`src/rtl/player_pkg.sv`:
```
// Shared types and default geometry/physics constants for the per-player movement controller.
package player_pkg;

   typedef enum logic [1:0] {
      GROUNDED = 2'b00,
      RISE     = 2'b01,
      FALL     = 2'b10
   } state_t;

   localparam int POS_W = 12;
   localparam int Y_W   = 13;

   localparam int DEF_SCREEN_W = 1024;
   localparam int DEF_FLOOR_Y  = 600;
   localparam int DEF_PLAYER_W = 32;
   localparam int DEF_PLAYER_H = 48;
   localparam int DEF_X_INIT   = 100;
   localparam int DEF_X_MAX    = DEF_SCREEN_W - DEF_PLAYER_W;
   localparam int DEF_RECT_W   = 128;
   localparam int DEF_STEP     = 4;
   localparam int DEF_JUMP_V0  = 12;
   localparam int DEF_GRAVITY  = 1;
   localparam int DEF_VMAX     = 8;

endpackage

```
`src/rtl/player_if.sv`:
```
// Key/platform inputs and position outputs of one player controller.
interface player_if;
   import player_pkg::*;

   logic             v_tick;
   logic             left;
   logic             right;
   logic             jump;
   logic [POS_W-1:0] xpos_rect;
   logic [POS_W-1:0] ypos_rect;
   logic [POS_W-1:0] xpos_player;
   logic [POS_W-1:0] ypos_player;
   logic             airborne;

   modport master (
      output v_tick, left, right, jump, xpos_rect, ypos_rect,
      input  xpos_player, ypos_player, airborne
   );

   modport slave (
      input  v_tick, left, right, jump, xpos_rect, ypos_rect,
      output xpos_player, ypos_player, airborne
   );

endinterface

```
`src/rtl/player_surface_sel.sv`:
```
// Picks the surface under the player's new x: platform top when horizontally overlapping, else floor.
module player_surface_sel
   import player_pkg::*;
#(
   parameter int FLOOR_Y  = DEF_FLOOR_Y,
   parameter int PLAYER_W = DEF_PLAYER_W,
   parameter int RECT_W   = DEF_RECT_W
) (
   input  logic [POS_W-1:0] x_new,
   input  logic [POS_W-1:0] xpos_rect,
   input  logic [POS_W-1:0] ypos_rect,
   output logic             overlap,
   output logic [POS_W-1:0] surface
);

   logic [POS_W:0] player_end;
   logic [POS_W:0] rect_end;

   assign player_end = {1'b0, x_new} + (POS_W+1)'(PLAYER_W);
   assign rect_end   = {1'b0, xpos_rect} + (POS_W+1)'(RECT_W);

   assign overlap = (player_end > {1'b0, xpos_rect}) && ({1'b0, x_new} < rect_end);
   assign surface = overlap ? ypos_rect : POS_W'(FLOOR_Y);

endmodule

```
`src/rtl/player_ctl.sv`:
```
// Per-player movement controller: keys -> x/y once per frame, with gravity, jumps and platform carry.
// Optional build macro PLAYER_DOUBLE_JUMP_EN allows one extra jump while airborne.
module player_ctl
   import player_pkg::*;
#(
   parameter int X_INIT   = DEF_X_INIT,
   parameter int FLOOR_Y  = DEF_FLOOR_Y,
   parameter int PLAYER_W = DEF_PLAYER_W,
   parameter int PLAYER_H = DEF_PLAYER_H,
   parameter int X_MAX    = DEF_X_MAX,
   parameter int RECT_W   = DEF_RECT_W,
   parameter int STEP     = DEF_STEP,
   parameter int JUMP_V0  = DEF_JUMP_V0,
   parameter int GRAVITY  = DEF_GRAVITY,
   parameter int VMAX     = DEF_VMAX
) (
   input logic   clk,
   input logic   rst,
   player_if.slave pif
);

   localparam logic signed [Y_W-1:0] STEP_S  = Y_W'(STEP);
   localparam logic signed [Y_W-1:0] X_MAX_S = Y_W'(X_MAX);
   localparam logic signed [Y_W-1:0] H_S     = Y_W'(PLAYER_H);
   localparam logic signed [Y_W-1:0] FLOOR_S = Y_W'(FLOOR_Y);
   localparam logic signed [Y_W-1:0] Y_MAX_S = Y_W'(FLOOR_Y - PLAYER_H);

   function automatic logic [POS_W-1:0] clamp_x(input logic signed [Y_W-1:0] v);
      if (v < 0)
         return '0;
      else if (v > X_MAX_S)
         return POS_W'(X_MAX);
      else
         return v[POS_W-1:0];
   endfunction

   function automatic logic [POS_W-1:0] clamp_y(input logic signed [Y_W-1:0] v);
      if (v < 0)
         return '0;
      else if (v > Y_MAX_S)
         return POS_W'(FLOOR_Y - PLAYER_H);
      else
         return v[POS_W-1:0];
   endfunction

   function automatic logic [7:0] fall_vel(input logic [7:0] v);
      logic [8:0] s;
      s = {1'b0, v} + 9'(GRAVITY);
      return (s > 9'(VMAX)) ? 8'(VMAX) : s[7:0];
   endfunction

   state_t           state, state_nxt;
   logic [7:0]       vel, vel_nxt;
   logic [POS_W-1:0] x, x_nxt;
   logic [POS_W-1:0] y, y_nxt;
   logic [POS_W-1:0] rect_y_d;
   logic             v_tick_d;
   logic             jump_d;
`ifdef PLAYER_DOUBLE_JUMP_EN
   logic             dj_used, dj_nxt;
`endif

   logic frame;
   logic press;
   assign frame = pif.v_tick & ~v_tick_d;
   assign press = pif.jump & ~jump_d;

   logic signed [Y_W-1:0] x_s, x_sum;
   always_comb begin
      x_s   = signed'({1'b0, x});
      x_sum = x_s;
      if (pif.left && !pif.right)
         x_sum = x_s - STEP_S;
      else if (pif.right && !pif.left)
         x_sum = x_s + STEP_S;
      x_nxt = clamp_x(x_sum);
   end

   logic             overlap;
   logic [POS_W-1:0] surface;

   player_surface_sel #(
      .FLOOR_Y  (FLOOR_Y),
      .PLAYER_W (PLAYER_W),
      .RECT_W   (RECT_W)
   ) u_surface_sel (
      .x_new     (x_nxt),
      .xpos_rect (pif.xpos_rect),
      .ypos_rect (pif.ypos_rect),
      .overlap   (overlap),
      .surface   (surface)
   );

   logic signed [Y_W-1:0] y_s, vel_s, feet, surf_s, rect_s, rise_y, fall_y, new_feet;
   logic [7:0]            fv;
   logic                  carried;

   always_comb begin
      y_s      = signed'({1'b0, y});
      vel_s    = signed'({5'b0, vel});
      feet     = y_s + H_S;
      surf_s   = signed'({1'b0, surface});
      rect_s   = signed'({1'b0, pif.ypos_rect});
      rise_y   = y_s - vel_s;
      fv       = fall_vel(vel);
      fall_y   = y_s + signed'({5'b0, fv});
      new_feet = fall_y + H_S;
      // standing on the platform last frame and still over it: follow its new height
      carried  = overlap && (feet == signed'({1'b0, rect_y_d}));
   end

   always_comb begin
      state_nxt = state;
      vel_nxt   = vel;
      y_nxt     = y;
`ifdef PLAYER_DOUBLE_JUMP_EN
      dj_nxt    = dj_used;
`endif
      unique case (state)
         GROUNDED: begin
            if (press) begin
               state_nxt = RISE;
               vel_nxt   = 8'(JUMP_V0);
            end else if (carried) begin
               y_nxt = clamp_y(rect_s - H_S);
            end else if (feet < FLOOR_S) begin
               state_nxt = FALL;
               vel_nxt   = '0;
            end
         end
         RISE: begin
            if (rise_y < 0) begin
               y_nxt     = '0;
               vel_nxt   = '0;
               state_nxt = FALL;
            end else begin
               y_nxt   = rise_y[POS_W-1:0];
               vel_nxt = (vel > 8'(GRAVITY)) ? vel - 8'(GRAVITY) : '0;
               if (vel <= 8'(GRAVITY))
                  state_nxt = FALL;
            end
         end
         FALL: begin
            vel_nxt = fv;
            // floor check backs up the platform check when falling beneath the platform
            if ((feet <= surf_s && new_feet >= surf_s) || new_feet >= FLOOR_S) begin
               y_nxt     = (feet <= surf_s && new_feet >= surf_s) ? clamp_y(surf_s - H_S)
                                                                  : clamp_y(FLOOR_S - H_S);
               vel_nxt   = '0;
               state_nxt = GROUNDED;
`ifdef PLAYER_DOUBLE_JUMP_EN
               dj_nxt    = 1'b0;
`endif
            end else begin
               y_nxt = fall_y[POS_W-1:0];
            end
         end
         default: begin
            state_nxt = GROUNDED;
            vel_nxt   = '0;
         end
      endcase
`ifdef PLAYER_DOUBLE_JUMP_EN
      if (state != GROUNDED && press && !dj_used) begin
         state_nxt = RISE;
         vel_nxt   = 8'(JUMP_V0);
         y_nxt     = y;
         dj_nxt    = 1'b1;
      end
`endif
   end

   always_ff @(posedge clk) begin
      if (!rst) begin
         state    <= GROUNDED;
         vel      <= '0;
         x        <= POS_W'(X_INIT);
         y        <= POS_W'(FLOOR_Y - PLAYER_H);
         rect_y_d <= '0;
         v_tick_d <= 1'b0;
         jump_d   <= 1'b0;
`ifdef PLAYER_DOUBLE_JUMP_EN
         dj_used  <= 1'b0;
`endif
      end else begin
         v_tick_d <= pif.v_tick;
         if (frame) begin
            state    <= state_nxt;
            vel      <= vel_nxt;
            x        <= x_nxt;
            y        <= y_nxt;
            rect_y_d <= pif.ypos_rect;
            jump_d   <= pif.jump;
`ifdef PLAYER_DOUBLE_JUMP_EN
            dj_used  <= dj_nxt;
`endif
         end
      end
   end

   always_comb begin
      pif.airborne    = (state != GROUNDED);
      pif.xpos_player = x;
      pif.ypos_player = y;
   end

endmodule

```
`src/flat_wrapper.sv`:
```
// flat-port wrapper written by rule: the top's interface ports become plain ports
module player_ctl_flat import player_pkg::*;
#(
   parameter int X_INIT   = DEF_X_INIT,
   parameter int FLOOR_Y  = DEF_FLOOR_Y,
   parameter int PLAYER_W = DEF_PLAYER_W,
   parameter int PLAYER_H = DEF_PLAYER_H,
   parameter int X_MAX    = DEF_X_MAX,
   parameter int RECT_W   = DEF_RECT_W,
   parameter int STEP     = DEF_STEP,
   parameter int JUMP_V0  = DEF_JUMP_V0,
   parameter int GRAVITY  = DEF_GRAVITY,
   parameter int VMAX     = DEF_VMAX
)
  (clk, rst, pif_v_tick, pif_left, pif_right, pif_jump, pif_xpos_rect, pif_ypos_rect, pif_xpos_player, pif_ypos_player, pif_airborne);
  player_if pif_i ();
  input logic clk;
  input logic rst;
  input wire logic [$bits(pif_i.v_tick)-1:0] pif_v_tick;
  input wire logic [$bits(pif_i.left)-1:0] pif_left;
  input wire logic [$bits(pif_i.right)-1:0] pif_right;
  input wire logic [$bits(pif_i.jump)-1:0] pif_jump;
  input wire logic [$bits(pif_i.xpos_rect)-1:0] pif_xpos_rect;
  input wire logic [$bits(pif_i.ypos_rect)-1:0] pif_ypos_rect;
  output wire logic [$bits(pif_i.xpos_player)-1:0] pif_xpos_player;
  output wire logic [$bits(pif_i.ypos_player)-1:0] pif_ypos_player;
  output wire logic [$bits(pif_i.airborne)-1:0] pif_airborne;
  assign pif_i.v_tick = pif_v_tick;
  assign pif_i.left = pif_left;
  assign pif_i.right = pif_right;
  assign pif_i.jump = pif_jump;
  assign pif_i.xpos_rect = pif_xpos_rect;
  assign pif_i.ypos_rect = pif_ypos_rect;
  assign pif_xpos_player = pif_i.xpos_player;
  assign pif_ypos_player = pif_i.ypos_player;
  assign pif_airborne = pif_i.airborne;
  player_ctl #(.X_INIT(X_INIT), .FLOOR_Y(FLOOR_Y), .PLAYER_W(PLAYER_W), .PLAYER_H(PLAYER_H), .X_MAX(X_MAX), .RECT_W(RECT_W), .STEP(STEP), .JUMP_V0(JUMP_V0), .GRAVITY(GRAVITY), .VMAX(VMAX)) u_core (.clk(clk), .rst(rst), .pif(pif_i));
endmodule
```
`config.mk`:
```
export PLATFORM = sky130hd
export DESIGN_NAME = player_ctl_flat
export DESIGN_NICKNAME = d
export VERILOG_FILES = /design/src/rtl/player_pkg.sv /design/src/rtl/player_if.sv /design/src/rtl/player_surface_sel.sv /design/src/rtl/player_ctl.sv /design/src/flat_wrapper.sv
export SDC_FILE = /design/constraint.sdc
export NUM_CORES = 1
export LEC_CHECK = 0
export CORE_ASPECT_RATIO = 1.75
export CORE_MARGIN = 2
export CORE_UTILIZATION = 54
export DETAILED_ROUTE_END_ITERATION = 10
export PLACE_DENSITY_LB_ADDON = 0.3
export SLEW_MARGIN = 20
export SYNTH_ARGS = -nofsm -noshare
export SYNTH_HDL_FRONTEND = slang
export SYNTH_HIERARCHICAL = 1
export SYNTH_SLANG_ARGS = --single-unit
```
`constraint.sdc`:
```
create_clock -name clk -period 6.4 [get_ports clk]
set_input_delay 0.96 -clock clk [delete_from_list [all_inputs] [get_ports clk]]
set_output_delay 0.96 -clock clk [all_outputs]
set_load 0.02 [all_outputs]
```
# --- Word-level counts from Yosys, hierarchy flattened ---
# Index checks and enable logic that the tools add are counted.
totals:
  regBits: 48
  input_bits: 30
  elab_cells: 92
classes:
  addsub: 12
  n_lt_le_gt_ge: 16
  n_eq_ne: 9
  n_mux: 30
  bitwise: 4
  n_reduce_logical: 14
op_table:
  columns: ["operator", "count"]
  rows:
  - ["12-bit two-way mux", 12]
  - ["8-bit two-way mux", 7]
  - ["13-bit by 1-bit < comparator with 1-bit output, second input constant", 4]
  - ["13-bit by 11-bit > comparator with 1-bit output, second input constant", 3]
  - ["12-bit one-hot mux with 3 select lines", 1]
  - ["12-bit by 6-bit adder with 13-bit output, second input constant", 2]
  - ["13-bit two-way mux", 2]
  - ["12-bit by 6-bit subtractor with 13-bit output, second input constant", 2]
  - ["8-bit one-hot mux with 3 select lines", 1]
  - ["12-bit by 3-bit adder with 13-bit output, second input constant", 1]
  - ["12-bit by 8-bit adder with 13-bit output", 1]
  - ["12-bit by 8-bit adder with 13-bit output, second input constant", 1]
  - ["13-bit by 7-bit adder with 13-bit output, second input constant", 1]
  - ["13-bit == test", 1]
  - ["13-bit by 11-bit greater-or-equal comparator with 1-bit output, second input constant", 1]
  - ["13-bit greater-or-equal comparator", 1]
  - ["13-bit by 12-bit > comparator with 1-bit output", 1]
  - ["13-bit <= comparator", 1]
  - ["12-bit by 13-bit < comparator with 1-bit output", 1]
  - ["13-bit by 11-bit < comparator with 1-bit output, second input constant", 1]
  - ["12-bit by 3-bit subtractor with 13-bit output, second input constant", 1]
  - ["12-bit by 8-bit subtractor with 13-bit output", 1]
  - ["2-bit two-way mux", 6]
  - ["8-bit by 1-bit adder with 9-bit output, second input constant", 1]
  - ["other kinds (22)", 31]

# --- Longest topological paths before layout ---
# Gate-level depths: netlist (run 1).
depth:
  ltp_word: 18
  ltp_mapped: 32
  depth_no_buf: 30

# --- By module ---
# Netlist (run 1), hierarchy kept.
modules_own_cells:
  columns: ["module", "n_inst", "cells_each", "area_each_um2"]
  rows:
  - ["player_ctl", 1, 762, 5564.1]
  - ["player_surface_sel", 1, 109, 795.8]

# --- Worst setup path after synthesis (run 1) ---
# No wires, ideal clock.
synth_path:
  path_type: "input to register"
  from: "in pif_left"
  to: "reg u_core.y[11] (netlist: u_core/pif.ypos_player[11])"
  arrival_time_ps: 6827
  path_slack_ps: -502
  stages: 28
  cell_sequence: "nand3b_1 -> nor4_1 -> or2_2 -> o32a_1 -> o221a_2 -> nor2_1 -> nor2_1 -> ha_1 -> nand3_1 -> xnor2_1 -> ha_1 -> a21o_1 -> a21oi_1 -> o21ai_0 -> a32oi_1 -> buf_4 -> a211o_1 -> inv_1 -> ha_1 -> or4_1 -> a21oi_1 -> o21ai_0 -> a21oi_1 -> a211oi_1 -> or4_1 -> a211o_1 -> a2111o_1 -> a31oi_1"
synth_between:
  elab_chain_len: 18
synth_rtl:
  columns: ["element", "line_no", "source"]
  rows:
  - ["start, declared", "flat_wrapper.sv:20", "input wire logic [$bits(pif_i.left)-1:0] pif_left;"]
  - ["1-bit logical NOT", "player_ctl.sv:74", "else if (pif.right && !pif.left)"]
  - ["1-bit logical AND", "player_ctl.sv:74", null]
  - ["13-bit two-way mux", "player_ctl.sv:74", null]
  - ["13-bit two-way mux (*)", "player_ctl.sv:72", "if (pif.left && !pif.right)"]
  - ["13-bit by 11-bit > comparator with 1-bit output", "player_ctl.sv:31", "else if (v > X_MAX_S)"]
  - ["12-bit two-way mux", "player_ctl.sv:31", null]
  - ["12-bit two-way mux (*)", "player_ctl.sv:29", "if (v < 0)"]
  - ["net u_core.x_nxt[5]", "player_ctl.sv:54", "logic [POS_W-1:0] x, x_nxt;"]
  - ["(+4 left out)", null, null]
  - ["net u_core.surface[9]", "player_ctl.sv:80", "logic [POS_W-1:0] surface;"]
  - ["12-bit by 6-bit subtractor with 13-bit output", "player_ctl.sv:147", "y_nxt = (feet <= surf_s && new_feet >= surf_s) ? clamp_y(surf_s - H_S)"]
  - ["13-bit by 11-bit > comparator with 1-bit output", "player_ctl.sv:40", "else if (v > Y_MAX_S)"]
  - ["12-bit two-way mux", "player_ctl.sv:40", null]
  - ["12-bit two-way mux", "player_ctl.sv:38", "if (v < 0)"]
  - ["12-bit two-way mux", "player_ctl.sv:147", null]
  - ["12-bit two-way mux (*)", "player_ctl.sv:146", "if ((feet <= surf_s && new_feet >= surf_s) || new_feet >= FLOOR_S) begin"]
  - ["12-bit one-hot mux with 3 select lines (*)", "player_ctl.sv:119", "unique case (state)"]
  - ["end signal, assigned", "player_ctl.sv:178", "y <= POS_W'(FLOOR_Y - PLAYER_H);"]
  - ["end signal, assigned", "player_ctl.sv:191", "y <= y_nxt;"]
  - ["end, declared", "player_ctl.sv:55", "logic [POS_W-1:0] y, y_nxt;"]
# Mark *: on every way through the listed nets, which the timed path passes. The rest lies on a longest branch.
# A chain may end at the register's enable or synchronous reset.

# --- Worst setup path after layout (run 1) ---
# Ends and elaborated chain as after synthesis.

==> flow_metrics.py, run 1 <==
metrics = {
    "floorplan": {
        "die_area_sq_um": 12700,
        "num_io_pins": 55,
        "core_area_sq_um": 11500,
        "width_of_the_chip_um": 86.0,
        "standard_cell_rows": 52,
        "floorplan.initialDensity_pct": 55.2,
        "die_y_um": 148,
    },
    "clocking": {
        "clock_path_buffers": 2,
        "worst_path_clk_slew_ns": 0.07,
        "htree_num_levels": 2,
        "cell_chosen_for_the_clock_root": "sky130_fd_sc_hd__clkbuf_16",
        "tritoncts": "done",
        "post_cts_hold_buffer_count": 0,
        "cts-buffers-inserted": 5,
        "worst_skew_pair.late_latency_ns": 0.29,
        "cts_sink_count": 48,
    },
    "setup_path": {
        "critical_path_peak_fanout": 7,
        "crit_path_top_delay_cell": "sky130_fd_sc_hd__or4_1",
        "critical_path_buf_inv_count": 8,
        "worst_path_top_cell_family_by_delay": "compound AO/OA/AOI/OAI gates",
        "critical_path_arrival_ns": 6.89,
        "crit_path_max_incr_delay_ns": 0.48,
        "crit-reg2reg-launch": "u_core/pif.xpos_player[6]$_SDFFE_PN1P_",
        "critical_setup_path_kind": "in2reg",
        "critical_path_required_ns": 6.61,
        "timing.reg2reg.setup_slack_ns": -0.08,
        "crit-reg2reg-capture": "u_core/pif.ypos_player[11]$_SDFFE_PN0P_",
        "path_depth": 31,
        "timing.critical_path.to_type": "flop",
        "worst-r2r-cell-count": 32,
        "critPathCapture": "u_core/pif.ypos_player[11]$_SDFFE_PN0P_",
        "worstSetupStartpointType": "input port",
        "crit_start": "pif_left",
    },
    "timing": {
        "max_freq_ghz": 0.150,
        "totalNegativeSetupSlack_ns": -3.19,
        "timing.clock.skew_ns": 0.00796,
        "final_period_minus_worst_setup_slack_ns": 6.69,
        "layout_setup_ws_ns": -0.286,
        "final_hold_violation_count": 0,
        "worst-slew-pin-transition_ns": 1.03,
        "max_slew_headroom_pct": 31.0,
        "final-max-slew-violation-count": 0,
        "final_clock_period_utilization_by_the_worst_path_pct": 104,
        "timing.final.setup_violations": 18,
        "rsz0062_at_grt": "true",
    },
    "place": {
        "gp_routability_congestion": 1.00,
        "dp.final_hpwl_um": 18500,
        "post_place_setup_slack_ns": -1.08,
        "port_buffers": 54,
        "placed_cell_area_sq_um": 8050,
    },
    "grt": {
        "grt_first_pass_wirelength_um": 37100,
        "antenna_violations_before_repair": 0,
        "vias_in_the_first_global_route": 7470,
        "overall_global_routing_usage_pct": 37.1,
        "grt_overflow": 0,
        "grt_max_degree": 30,
    },
    "cells_and_area": {
        "stdcell_area_sq_um": 8790,
        "final_core_utilization_pct": 76.4,
        "flow.area_growth_from_synthesis_pct": 38.3,
        "final_nets": 1154,
        "num_antenna_cells": 0,
        "fillerInstances": 861,
        "drive_gt1_share_pct": 23.5,
    },
    "synthesis": {
        "synth-seq-area-share_pct": 15.1,
        "synth_area_sq_um": 6360,
        "post_synth_most_frequent_cells": "sky130_fd_sc_hd__nand2_1 (84), sky130_fd_sc_hd__ha_1 (79), sky130_fd_sc_hd__inv_1 (79), sky130_fd_sc_hd__a21oi_1 (68), sky130_fd_sc_hd__nor2_1 (58)",
        "synth.distinct_cells": 83,
        "synth_enable_flop_cells": 0,
        "synth.ff_latch_count": 48,
        "share_of_synthesized_flip_flops_with_an_asynchronous_set_or_reset_pct": 0,
        "synth_top_flop_cell": "sky130_fd_sc_hd__dfxtp_1",
        "synth_cells": 871,
        "yosys.cell_count.top_type": "sky130_fd_sc_hd__nand2_1",
        "synth_largest_area_cell": "sky130_fd_sc_hd__ha_1",
        "netlist_top_cells_area": "sky130_fd_sc_hd__ha_1 (16%), sky130_fd_sc_hd__dfxtp_1 (15%), sky130_fd_sc_hd__a21oi_1 (5.4%)",
        "share_of_the_synthesized_area_in_the_top_cell_type_pct": 15.5,
        "synthesis.yosys.warnings": 6,
        "syn_avg_cell_area_sq_um": 7.30,
    },
    "drt": {
        "avgRoutedWirePerCell_um": 20.6,
        "route.detailed.drc": 0,
        "route.final.wire_length_um": 24300,
        "drt-pass1-iter-count": 8,
        "routed-wl-met3_um": 1230,
        "route.antenna.remaining_nets": 0,
        "routed-via-count": 7598,
        "routed_via_density": 6.44,
        "routedLengthMet1_um": 8280,
        "wl_met2_um": 12400,
        "dr.max_layer_used": "met4",
        "detailedRoute.firstIterationViolations": 494,
    },
    "pwr": {
        "final_power_w": 0.00221,
        "max-vdd-ir-drop_v": 0.000193,
        "power_density_nw_per_um2": 251,
        "leakage_nw": 3.73,
    },
    "run_status": {
        "failed_checks": "negative setup slack",
        "run_status": "complete, but fails checks",
    },
    "flow_run": {
        "maxCapViolCount": 0,
    },
    "hold_path": {
        "holdCritPathClass": "reg2reg",
    },
}
## cell type report
cell class / count / area [sq um] / share of cell area [%]
Sequential cell: 48 / 961 / 10.9
Inverter: 79 / 297 / 3.37
Multi-Input combinational cell: 718 / 5550 / 63.1
Clock buffer: 5 / 125 / 1.42
Clock inverter: 3 / 42.5 / 0.484
Tap cell: 135 / 169 / 1.92
Timing Repair Buffer: 191 / 1650 / 18.7
## power breakdown
part,internal (W),leakage [nW],total [W],switching (W)
clock network,0.000184,0.0798,0.000302,0.000118
registers,0.000326,0.391,0.000383,0.0000568
logic,0.000670,3.25,0.00152,0.000852
total,0.00118,3.73,0.00221,0.00103
## cells by family after synthesis
group	count (synthesis)	synth area share [%]
muxes	8	1.26
other	1	0.0590
DFF	48	15.1
buffers and inverters	115	7.22
xor gates and xnor gates	56	7.71
and+or+nand+nor	300	23.7
AOI/OAI and AO/OA	262	28.8
adders and majority gates	81	16.2
## metal layers
metal,vias to the layer above,GRT usage [%]
met3,132,4.24
met5,-,0
met1,3600,36.7
li1,3531,-
met2,335,67.0
met4,0,30.6
## how the worst min path moves through the flow
stage / start / to / cells after the start
5_1_grt: u_core/rect_y_d[4]$_SDFFE_PN0P_ / u_core/rect_y_d[4]$_SDFFE_PN0P_ / 2
2_1_floorplan: u_core/jump_d$_SDFFE_PN0P_ / u_core/jump_d$_SDFFE_PN0P_ / 2
4_1_cts: u_core/jump_d$_SDFFE_PN0P_ / u_core/jump_d$_SDFFE_PN0P_ / 2
3_5_place_dp: u_core/jump_d$_SDFFE_PN0P_ / u_core/jump_d$_SDFFE_PN0P_ / 2
3_3_place_gp: u_core/jump_d$_SDFFE_PN0P_ / u_core/jump_d$_SDFFE_PN0P_ / 2
6_report: u_core/jump_d$_SDFFE_PN0P_ / u_core/jump_d$_SDFFE_PN0P_ / 2
## metrics by stage
step | hold slack, ns | std cells
final | 0.458 | 1179
after global routing | 0.493 | 1179
after CTS | 0.460 | 1174
after detailed placement | 0.450 | 1148
after global placement | 0.436 | 1148
after floorplan | 0.431 | 881
## worst register-to-register path: cells and delay by family, from the launching register on
kind	cells	cell delay [ns]
simple gates	9	1.95
buf+inv	8	1.17
xor+xnor	1	0.16
fa+ha+maj	2	0.47
compound gates	12	2.36
flops	1	0.32
## layout by cell type, fill, tap and decap left out, types with 6 or more instances in the layout
master | synthesis | layout
sky130_fd_sc_hd__dfxtp_1 | 48 | 48
sky130_fd_sc_hd__and2_1 | 12 | 10
sky130_fd_sc_hd__o21ai_0 | 39 | 32
sky130_fd_sc_hd__a211oi_1 | 15 | 7
sky130_fd_sc_hd__or3_1 | 9 | 8
sky130_fd_sc_hd__nand4_1 | 11 | 11
sky130_fd_sc_hd__a211oi_2 | 2 | 6
sky130_fd_sc_hd__o211ai_1 | 11 | 11
sky130_fd_sc_hd__inv_1 | 79 | 75
sky130_fd_sc_hd__and3_1 | 10 | 9
sky130_fd_sc_hd__conb_1 | 1 | 11
sky130_fd_sc_hd__a221oi_1 | 7 | 6
sky130_fd_sc_hd__nor2b_1 | 12 | 10
sky130_fd_sc_hd__xnor2_1 | 33 | 32
sky130_fd_sc_hd__buf_6 | 2 | 12
sky130_fd_sc_hd__mux2i_1 | 8 | 7
sky130_fd_sc_hd__xor2_1 | 23 | 20
sky130_fd_sc_hd__nand2b_1 | 11 | 11
sky130_fd_sc_hd__o21ai_1 | 1 | 6
sky130_fd_sc_hd__nor2_1 | 58 | 49
sky130_fd_sc_hd__nor2_4 | 0 | 9
sky130_fd_sc_hd__nand3_1 | 34 | 28
sky130_fd_sc_hd__a31oi_1 | 15 | 15
sky130_fd_sc_hd__a211o_1 | 6 | 6
sky130_fd_sc_hd__a21o_1 | 13 | 13
sky130_fd_sc_hd__nand3_2 | 1 | 6
sky130_fd_sc_hd__ha_1 | 79 | 69
sky130_fd_sc_hd__nor3_1 | 24 | 22
sky130_fd_sc_hd__clkdlybuf4s50_1 | 0 | 52
sky130_fd_sc_hd__buf_4 | 2 | 124
sky130_fd_sc_hd__nand2_1 | 84 | 83
sky130_fd_sc_hd__a21oi_1 | 68 | 64
sky130_fd_sc_hd__o2111ai_1 | 14 | 7
sky130_fd_sc_hd__nor4_1 | 11 | 8
sky130_fd_sc_hd__a21boi_0 | 6 | 6
## state kept, by name, indices dropped and copies added (netlist names)
register                count
u_core/state                2
u_core/v_tick_d             1
u_core/jump_d               1
u_core/rect_y_d            12
u_core/pif.xpos_player     12
u_core/vel                  8
u_core/pif.ypos_player     12
## what timing repair did
action / in CTS / in global routing
pin swaps: 30 / 22
cloned: 1 / 0
resized for setup: 57 / 33
buffers inserted: 17 / 6
setup endpoints to repair: 22 / 22
hold endpoints to repair: 0 / 0
Note: power is estimated with default switching activity, not from simulation.
==> inputs of run 2 (changes only) <==
- CORE_ASPECT_RATIO: 1.75 -> 2
- GPL_ROUTABILITY_DRIVEN: not set -> 0
==> run 2 against run 1 <==
Effect of this change: the flow still finishes with violations (negative setup slack); clock skew fell by 0.0022 ns; sequential power barely moved; non-clock buffer count rose by 2; via count rose by 3.9%; die area rose by 0.15%.
==> flow_metrics.py, run 2 (synthesized netlist as in run 1, its figures left out) <==
metrics = {
    "drt": {
        "routed_via_density": 6.63,
        "detailedRoute.firstIterationViolations": 804,
        "drt-pass1-iter-count": 8,
        "routed-via-count": 7898,
        "avgRoutedWirePerCell_um": 22.2,
        "route.antenna.remaining_nets": 0,
        "route.final.wire_length_um": 26400,
        "route.detailed.drc": 0,
    },
    "cells_and_area": {
        "non_filler_instance_count_after_layout": 1192,
        "stdcell_area_sq_um": 8740,
        "fillerInstances": 853,
        "final_nets": 1157,
        "num_antenna_cells": 0,
        "final_core_utilization_pct": 75.2,
        "mostFrequentLayoutCells": "sky130_fd_sc_hd__buf_4 (128), sky130_fd_sc_hd__nand2_1 (83), sky130_fd_sc_hd__inv_1 (74)",
        "drive_gt1_share_pct": 23.1,
        "flow.area_growth_from_synthesis_pct": 37.4,
        "leading_cell_type_in_the_layout_fill_and_taps_excluded": "sky130_fd_sc_hd__buf_4",
    },
    "setup_path": {
        "worstSetupStartpointType": "input port",
        "crit_path_max_incr_delay_ns": 0.39,
        "critical_path_peak_fanout": 8,
        "crit_path_top_delay_cell": "sky130_fd_sc_hd__or3_4",
        "critical_path_required_ns": 6.56,
        "crit_path_frequent_cell": "sky130_fd_sc_hd__buf_4",
        "critical_path_arrival_ns": 6.95,
        "critical_setup_path_kind": "in2reg",
        "timing.critical_path.to_type": "flop",
    },
    "run_status": {
        "run_status": "complete, but fails checks",
        "failed_checks": "negative setup slack",
    },
    "grt": {
        "grt_first_pass_wirelength_um": 37800,
        "overall_global_routing_usage_pct": 39.4,
        "antenna_violations_before_repair": 0,
        "grt_overflow": 0,
        "vias_in_the_first_global_route": 7650,
        "grt_max_degree": 30,
    },
    "timing": {
        "timing.final.setup_violations": 18,
        "max_slew_headroom_pct": 24.3,
        "rsz0062_at_grt": "true",
        "max_freq_ghz": 0.147,
        "final_hold_violation_count": 0,
        "fin_hold_ws_ns": 0.462,
        "timing.clock.skew_ns": 0.00575,
        "worst-slew-pin-transition_ns": 1.13,
        "layout_setup_ws_ns": -0.384,
        "final_clock_period_utilization_by_the_worst_path_pct": 106,
        "final-max-slew-violation-count": 0,
        "final_period_minus_worst_setup_slack_ns": 6.78,
    },
    "flow_run": {
        "maxCapViolCount": 0,
    },
    "clocking": {
        "worst_path_clk_slew_ns": 0.07,
        "cts_sink_count": 48,
        "htree_num_levels": 2,
        "cts-buffers-inserted": 5,
        "cell_chosen_for_the_clock_root": "sky130_fd_sc_hd__clkbuf_16",
        "worst_skew_pair.late_latency_ns": 0.29,
        "clock_path_buffers": 2,
        "tritoncts": "done",
    },
    "floorplan": {
        "floorplan.initialDensity_pct": 54.7,
        "width_of_the_chip_um": 80.7,
        "die_area_sq_um": 12700,
        "num_io_pins": 55,
        "core_area_sq_um": 11600,
        "die_y_um": 157,
        "standard_cell_rows": 56,
    },
    "place": {
        "place_inst": 1151,
        "port_buffers": 54,
        "placed_cell_area_sq_um": 8000,
        "dp.final_hpwl_um": 18600,
    },
    "pwr": {
        "final_power_w": 0.00218,
        "max-vdd-ir-drop_v": 0.000169,
        "power_density_nw_per_um2": 249,
        "leakage_nw": 3.73,
    },
    "hold_path": {
        "holdCritPathClass": "reg2reg",
    },
}
[run 2: repair_timing]
item / 4_1_cts / 5_1_grt
resized for setup: 43 / 35
gates cloned: 2 / 0
hold buffers: 0 / 0
endpoints found under the setup margin: 22 / 22
pin swaps: 51 / 39
buffers inserted: 24 / 8
[run 2: routing by layer]
layer	GRT usage, %	part of all wire, %
met5	0	0
met4	37.1	11
met3	8.14	7.6
met2	70.8	50
met1	34.9	32
[run 2: final cells by class]
class	instances	area (sq um)	area share, %
Inverter	79	297	3.39
Sequential cell	48	961	11.0
Clock inverter	3	23.8	0.272
Timing Repair Buffer	193	1640	18.8
Clock buffer	5	125	1.43
Multi-Input combinational cell	719	5510	63.1
Tap cell	145	181	2.08
[run 2: through the flow]
stage,setup slack (ns),setup TNS [ns]
finish,-0.384,-5.57
global route,-0.545,-8.85
CTS,-0.256,-3.07
detailed placement,-0.960,-16.78
global placement,-0.881,-15.18
floorplan,0.000355,0
[run 2: worst paths after layout]
| check | start | to | slack [ns] | depth (start not counted) |
|---|---|---|---|---|
| setup / recovery | pif_left | u_core/state[1]$_SDFFE_PN0P_ | -0.38 | 31 |
| hold / removal | u_core/jump_d$_SDFFE_PN0P_ | u_core/jump_d$_SDFFE_PN0P_ | 0.46 | 2 |
| setup reg to reg | u_core/pif.xpos_player[3]$_SDFFE_PN0P_ | u_core/state[1]$_SDFFE_PN0P_ | -0.36 | 31 |
| hold reg to reg | u_core/jump_d$_SDFFE_PN0P_ | u_core/jump_d$_SDFFE_PN0P_ | 0.46 | 2 |
[run 2: worst max-delay path: cells and delay by family]
kind | cells | cell delay (ns)
adders and majority gates | 2 | 0.62
and+or+nand+nor | 6 | 1.25
muxes | 1 | 0.26
AOI/OAI and AO/OA | 14 | 2.70
buffers and inverters | 8 | 1.13
[run 2: where the power goes]
group          total, W  internal [W]  leakage, nW  switching (W)
Sequential     0.000386      0.000326        0.391      0.0000605
Clock          0.000268      0.000146       0.0660       0.000123
Combinational   0.00153      0.000661         3.27       0.000865
Total           0.00218       0.00113         3.73        0.00105
